===== src/rtl/vector_wb_arbiter_pkg.sv =====
// Shared vector types and arbitration constants for the writeback path
// and the vector register file.
package vector_wb_arbiter_pkg;

  localparam int REG_SIZE     = 8;
  localparam int VEC_SIZE     = 4;
  localparam int REG_QUANTITY = 4;
  localparam int SEL_BITS     = 2;

  typedef logic [REG_SIZE-1:0] vecElem_t;
  typedef vecElem_t [VEC_SIZE-1:0] vector_t;

  // Grant vector layout: bit 0 = ALU, bit 1 = MEM.
  typedef enum logic [1:0] {
    GRANT_NONE = 2'b00,
    GRANT_ALU  = 2'b01,
    GRANT_MEM  = 2'b10
  } grant_e;

  localparam logic PRIO_ALU = 1'b0;
  localparam logic PRIO_MEM = 1'b1;

endpackage


===== src/rtl/vector_wb_arbiter_arb.sv =====
// Two-way round-robin arbiter: combinational grant from valid and an
// internal priority pointer that flips to the loser after every grant.
module rr_arbiter2
  import vector_wb_arbiter_pkg::*;
(
  input  logic       clk,
  input  logic       rst,
  input  logic [1:0] valid,
  output logic [1:0] grant
);

  logic prio;

  // No grants are issued while reset is held.
  always_comb begin
    grant = GRANT_NONE;
    if (rst) begin
      case (valid)
        2'b01:   grant = GRANT_ALU;
        2'b10:   grant = GRANT_MEM;
        2'b11:   grant = (prio == PRIO_ALU) ? GRANT_ALU : GRANT_MEM;
        default: grant = GRANT_NONE;
      endcase
    end
  end

  always_ff @(posedge clk) begin
    if (!rst) begin
      prio <= PRIO_ALU;
    end else if (grant[0]) begin
      prio <= PRIO_MEM;
    end else if (grant[1]) begin
      prio <= PRIO_ALU;
    end
  end

endmodule


===== src/rtl/vector_wb_arbiter.sv =====
// Vector writeback arbiter: merges ALU and memory-load writebacks onto one
// register-file write port and tracks per-register pending writes.
module vector_wb_arbiter
  import vector_wb_arbiter_pkg::*;
#(
  parameter int regSize     = REG_SIZE,
  parameter int regQuantity = REG_QUANTITY,
  parameter int selBits     = SEL_BITS,
  parameter int vecSize     = VEC_SIZE
) (
  input  logic                              clk,
  input  logic                              rst,
  input  logic                              aluValid,
  input  logic [selBits-1:0]                aluReg,
  input  logic [vecSize-1:0][regSize-1:0]   aluData,
  output logic                              aluReady,
  input  logic                              memValid,
  input  logic [selBits-1:0]                memReg,
  input  logic [vecSize-1:0][regSize-1:0]   memData,
  output logic                              memReady,
  input  logic                              issueEn,
  input  logic [selBits-1:0]                issueReg,
  output logic                              regWrEn,
  output logic [selBits-1:0]                regToWrite,
  output logic [vecSize-1:0][regSize-1:0]   regWriteData,
  output logic [regQuantity-1:0]            busy
);

  logic [1:0] grant;

  rr_arbiter2 uArb (
    .clk   (clk),
    .rst   (rst),
    .valid ({memValid, aluValid}),
    .grant (grant)
  );

  assign aluReady = grant[0];
  assign memReady = grant[1];

  // ---- stage p0: select the granted request ----
  logic                            hs_p0;
  logic [selBits-1:0]              selReg_p0;
  logic [vecSize-1:0][regSize-1:0] selData_p0;

  assign hs_p0      = |grant;
  assign selReg_p0  = grant[1] ? memReg  : aluReg;
  assign selData_p0 = grant[1] ? memData : aluData;

  // ---- stage p1: registered write port ----
  logic                            vld_p1;
  logic [selBits-1:0]              wrReg_p1;
  logic [vecSize-1:0][regSize-1:0] wrData_p1;

  always_ff @(posedge clk) begin
    if (!rst) begin
      vld_p1    <= 1'b0;
      wrReg_p1  <= '0;
      wrData_p1 <= '0;
    end else begin
      vld_p1 <= hs_p0;
      if (hs_p0) begin
        wrReg_p1  <= selReg_p0;
        wrData_p1 <= selData_p0;
      end
    end
  end

  assign regWrEn      = vld_p1;
  assign regToWrite   = wrReg_p1;
  assign regWriteData = wrData_p1;

  // Scoreboard: clear applied before set so an issue on the committing edge wins.
  logic [regQuantity-1:0] setMask;
  logic [regQuantity-1:0] clrMask;
  logic [regQuantity-1:0] busy_p1;

  always_comb begin
    setMask = '0;
    clrMask = '0;
    if (issueEn) setMask[issueReg] = 1'b1;
    if (vld_p1)  clrMask[wrReg_p1] = 1'b1;
  end

  always_ff @(posedge clk) begin
    if (!rst) begin
      busy_p1 <= '0;
    end else begin
      busy_p1 <= (busy_p1 & ~clrMask) | setMask;
    end
  end

  assign busy = busy_p1;

endmodule


===== config.mk =====
export PLATFORM = sky130hd
export DESIGN_NAME = vector_wb_arbiter
export DESIGN_NICKNAME = d
export VERILOG_FILES = /design/src/rtl/vector_wb_arbiter_pkg.sv /design/src/rtl/vector_wb_arbiter_arb.sv /design/src/rtl/vector_wb_arbiter.sv
export SDC_FILE = /design/constraint.sdc
export NUM_CORES = 1
export LEC_CHECK = 0
export CAP_MARGIN = 10
export CORE_ASPECT_RATIO = 1.25
export CORE_MARGIN = 8
export CORE_UTILIZATION = 37
export CTS_CLUSTER_SIZE = 16
export DETAILED_ROUTE_END_ITERATION = 16
export GPL_TIMING_DRIVEN = 0
export PLACE_DENSITY_LB_ADDON = 0.25
export SLEW_MARGIN = 20
export SYNTH_ARGS = -nofsm -noshare
export SYNTH_HDL_FRONTEND = slang
export SYNTH_SLANG_ARGS = --single-unit
export TNS_END_PERCENT = 100

===== constraint.sdc =====
create_clock -name clk -period 1.6 [get_ports clk]
set_input_delay 0.16 -clock clk [delete_from_list [all_inputs] [get_ports clk]]
set_output_delay 0.16 -clock clk [all_outputs]
set_load 0.01 [all_outputs]

==> results by group <==
Run status
  • Status: complete, no violations

Final layout
  • Layout Utilization: 65.7%
  • Final Cell Area: between 3000 and 4000 um2
  • Filler cells: between 400 and 500
  • Fin nets: around 430
  • Area growth syn-to-layout: 72.8%
  • Diode count: 0
  • Share of cells above drive strength 1: 9.09%

Clock tree
  • Clk Latency, worst-skew pair: about 290 ps
  • H-tree depth: 2
  • Total clock sinks: 40
  • Clock input transition at the sequential cells of the worst setup and hold paths: about 80 ps
  • CTS tree: done
  • Clk buf depth: 2
  • CTS root buffer: clkbuf_8
  • Cts bufs inserted: 5

Drt
  • DR vias/cell: about 5.6
  • Wire length on met3: just over 700 um
  • WL/cell: around 18 um
  • DRT Pass-1 Iters: 4
  • DRC: 0
  • DR WL met2: approximately 3400 um
  • Top sig layer: met4
  • Final wirelength: approximately 7300 um
  • Vias: about 2300
  • Antenna Nets Post-Route: 0
  • DRT iter0 DRCs: between 100 and 150
  • DRT met1 WL: 3140 um

Yosys
  • Synthesis warning total: 0
  • Top-area cell type share of the netlist area: around two fifths
  • Leading area contributor after synthesis: dfxtp_1
  • Syn_area_per_cell: 8.45 um2
  • Syn_nets: 302
  • Synth area leaders: dfxtp_1, o2111ai_1, nand2_1
  • Synth cell types: 22
  • Sequential fraction of the synthesis area: 41.7%
  • Yosys reg bits: 40
  • Syn Std Cell Area: 1920 um2
  • Mapped Cells: about 230

STA
  • Setup violations, final: 0
  • Tightest Pin Transition: 490 ps
  • Min Clock Period, post-route: approximately 1600 ps
  • Fmax: around 0.64 GHz
  • Endpoints failing hold: 0
  • Slew margin rel.: between 60% and 70%
  • Max-slew violations: 0
  • Final period util: between 90% and 100%
  • RSZ-0062 raised after global routing: false
  • Setup Skew: slightly below 4 ps

Floorplan
  • Die Area: approximately 7800 um2
  • Rows: 29
  • Initial Util: a little under two fifths
  • Die width: roughly 80 um
  • Die Y: 96.5 um
  • I/O pin count: between 100 and 150
  • Core Area: 5040 um2

Hold path
  • Hold path start: rst
  • Hold/Removal Path Class: primary input to flop
  • Worst Hold Depth: 3
  • Min-Delay Endpoint: uArb.prio

Critical path
  • CP startpoint: memValid
  • Slowest CP cell: clkdlybuf4s50_1
  • Slowest stage delay, CP: roughly 530 ps
  • Critical path peak fanout: 10
  • RR Startpoint: uArb.prio
  • Critical R2R Capture: regWriteData[3]
  • Worst Setup Start Kind: primary input
  • Cells along the critical path: clkdlybuf4s50_1 -> o211a_4 -> buf_4 -> dlygate4sd2_1
  • Reg2Reg Depth: 4
  • Worst Path Arrival: between 1000 and 1500 ps
  • Crit Path Class: primary input to primary output
  • FF-to-FF setup slack: around 320 ps
  • CP Capture Type: primary output
  • Critical Path RT: between 1000 and 1500 ps

Global route
  • Vias in the first global route: ~2300
  • Largest net degree at the start of global routing: 13
  • Global route overflow: 0
  • Global-route wire length before repair: ~11000 um
  • GRT Resource Usage Total: 18.1%
  • Initial antenna violation count: 0

Pwr
  • Leak pwr: around 1.2 nW
  • PD cells: between 700 and 800 nW/um2
  • Worst vdd ir: around 0.48 mV

Place
  • Detailed Place HPWL: roughly 5500 um
  • Area after DPL: about 3100 um2
  • PortBufs: roughly 120
  • Final GP Congestion: between 0.7 and 0.8

Run
  • Max Cap Viol: 0
[timing repair]
| item | CTS | global route |
|---|---|---|
| hold buffers | 0 | 0 |
| resized for setup | 19 | 10 |
| setup buffers | 1 | 2 |
| pin swaps | 1 | 0 |
| endpoints found under the hold margin | 0 | 0 |
| endpoints found under the setup margin | 31 | 27 |
| gates cloned | 0 | 0 |
[state kept, by name, summed over array words and instances, names as in the netlist]
| register | flops |
|---|---|
| regWriteData | 32 |
| busy | 4 |
| regToWrite | 2 |
| regWrEn | 1 |
| uArb.prio | 1 |
[routing by layer]
layer	vias up	track usage, %
met5	-	0
met4	0	4.71
met3	6	6.85
met2	99	29.9
met1	1069	21.6
li1	1129	-
[metrics by stage]
step	instances	total power, mW	hold WS [ps]	setup slack, ps	TNS, ps
5_1_grt	414	2.67	392	3.48	0
4_1_cts	412	2.56	364	2.08	0
6_report	414	2.54	381	44.1	0
2_1_floorplan	227	1.40	298	300	0
3_5_place_dp	404	1.84	450	-532	-12280
3_3_place_gp	404	1.83	439	-538	-11490
[cell families after synthesis]
logic type             Yosys count  synth area share (%)
DFF                             40                  41.7
buffers and inverters           29                  6.07
and+or+nand+nor                 83                  18.3
AOI/OAI and AO/OA               75                  33.9
[cells in the final DEF (no fill, tap or decap), types with 2 or more instances in the layout]
| cell | Yosys | final |
|---|---|---|
| clkbuf_8 | 0 | 8 |
| buf_2 | 6 | 4 |
| clkbuf_2 | 0 | 7 |
| dfxtp_1 | 40 | 39 |
| o2111ai_1 | 34 | 34 |
| nor2b_1 | 4 | 4 |
| clkbuf_1 | 22 | 11 |
| nand2_1 | 71 | 71 |
| o311ai_1 | 29 | 29 |
| buf_4 | 0 | 4 |
| o311ai_0 | 5 | 5 |
| dlygate4sd2_1 | 0 | 3 |
| clkinv_2 | 0 | 2 |
| clkdlybuf4s50_1 | 0 | 111 |
| nand3b_1 | 2 | 2 |
[critical path, delay by kind of cell]
family,cells,cell delay [ps]
AOI/OAI and AO/OA,1,230
buffers and inverters,3,1000
[worst max-delay path by stage]
stage	to	slack, ps	cells past startpoint
after floorplan	aluReady	300	4
after global routing	memReady	3	4
after CTS	memReady	2	3
final	memReady	40	4
after detailed placement	memReady	-530	5
after global placement	memReady	-540	5
[cells in the mapped netlist]
master      n
and3_1      1
nor2_1      1
a21oi_1     1
buf_2       6
nand3b_1    2
nor3b_2     1
dfxtp_1    40
a32oi_1     1
o311ai_1   29
inv_2       1
a2bb2oi_1   1
or3b_2      1
o211a_1     2
nor3b_1     1
nor2b_1     4
o2111ai_1  34
o311ai_0    5
clkbuf_1   22
nand2_1    71
a21boi_0    1
nand3_1     1
o21ai_0     1
[area by class of cell]
cell class	count	area, um2	area share, %
flip-flops and latches	40	805	24.3
repair buffers	118	1170	35.4
multi-input cells	158	1020	30.7
clock buffers	6	82.6	2.49
well taps	62	77.6	2.34
clock inverters	2	10.0	0.302
plain buffers	27	146	4.42
inverters	1	3.75	0.113
[where the power goes]
group	leakage, nW	total [mW]	switching [mW]	internal, mW
clock	0.0510	0.710	0.366	0.345
combinational	0.804	0.697	0.288	0.409
sequential	0.333	1.14	0.0515	1.09
total	1.19	2.54	0.705	1.84
Power figures use the tool's default switching activity.
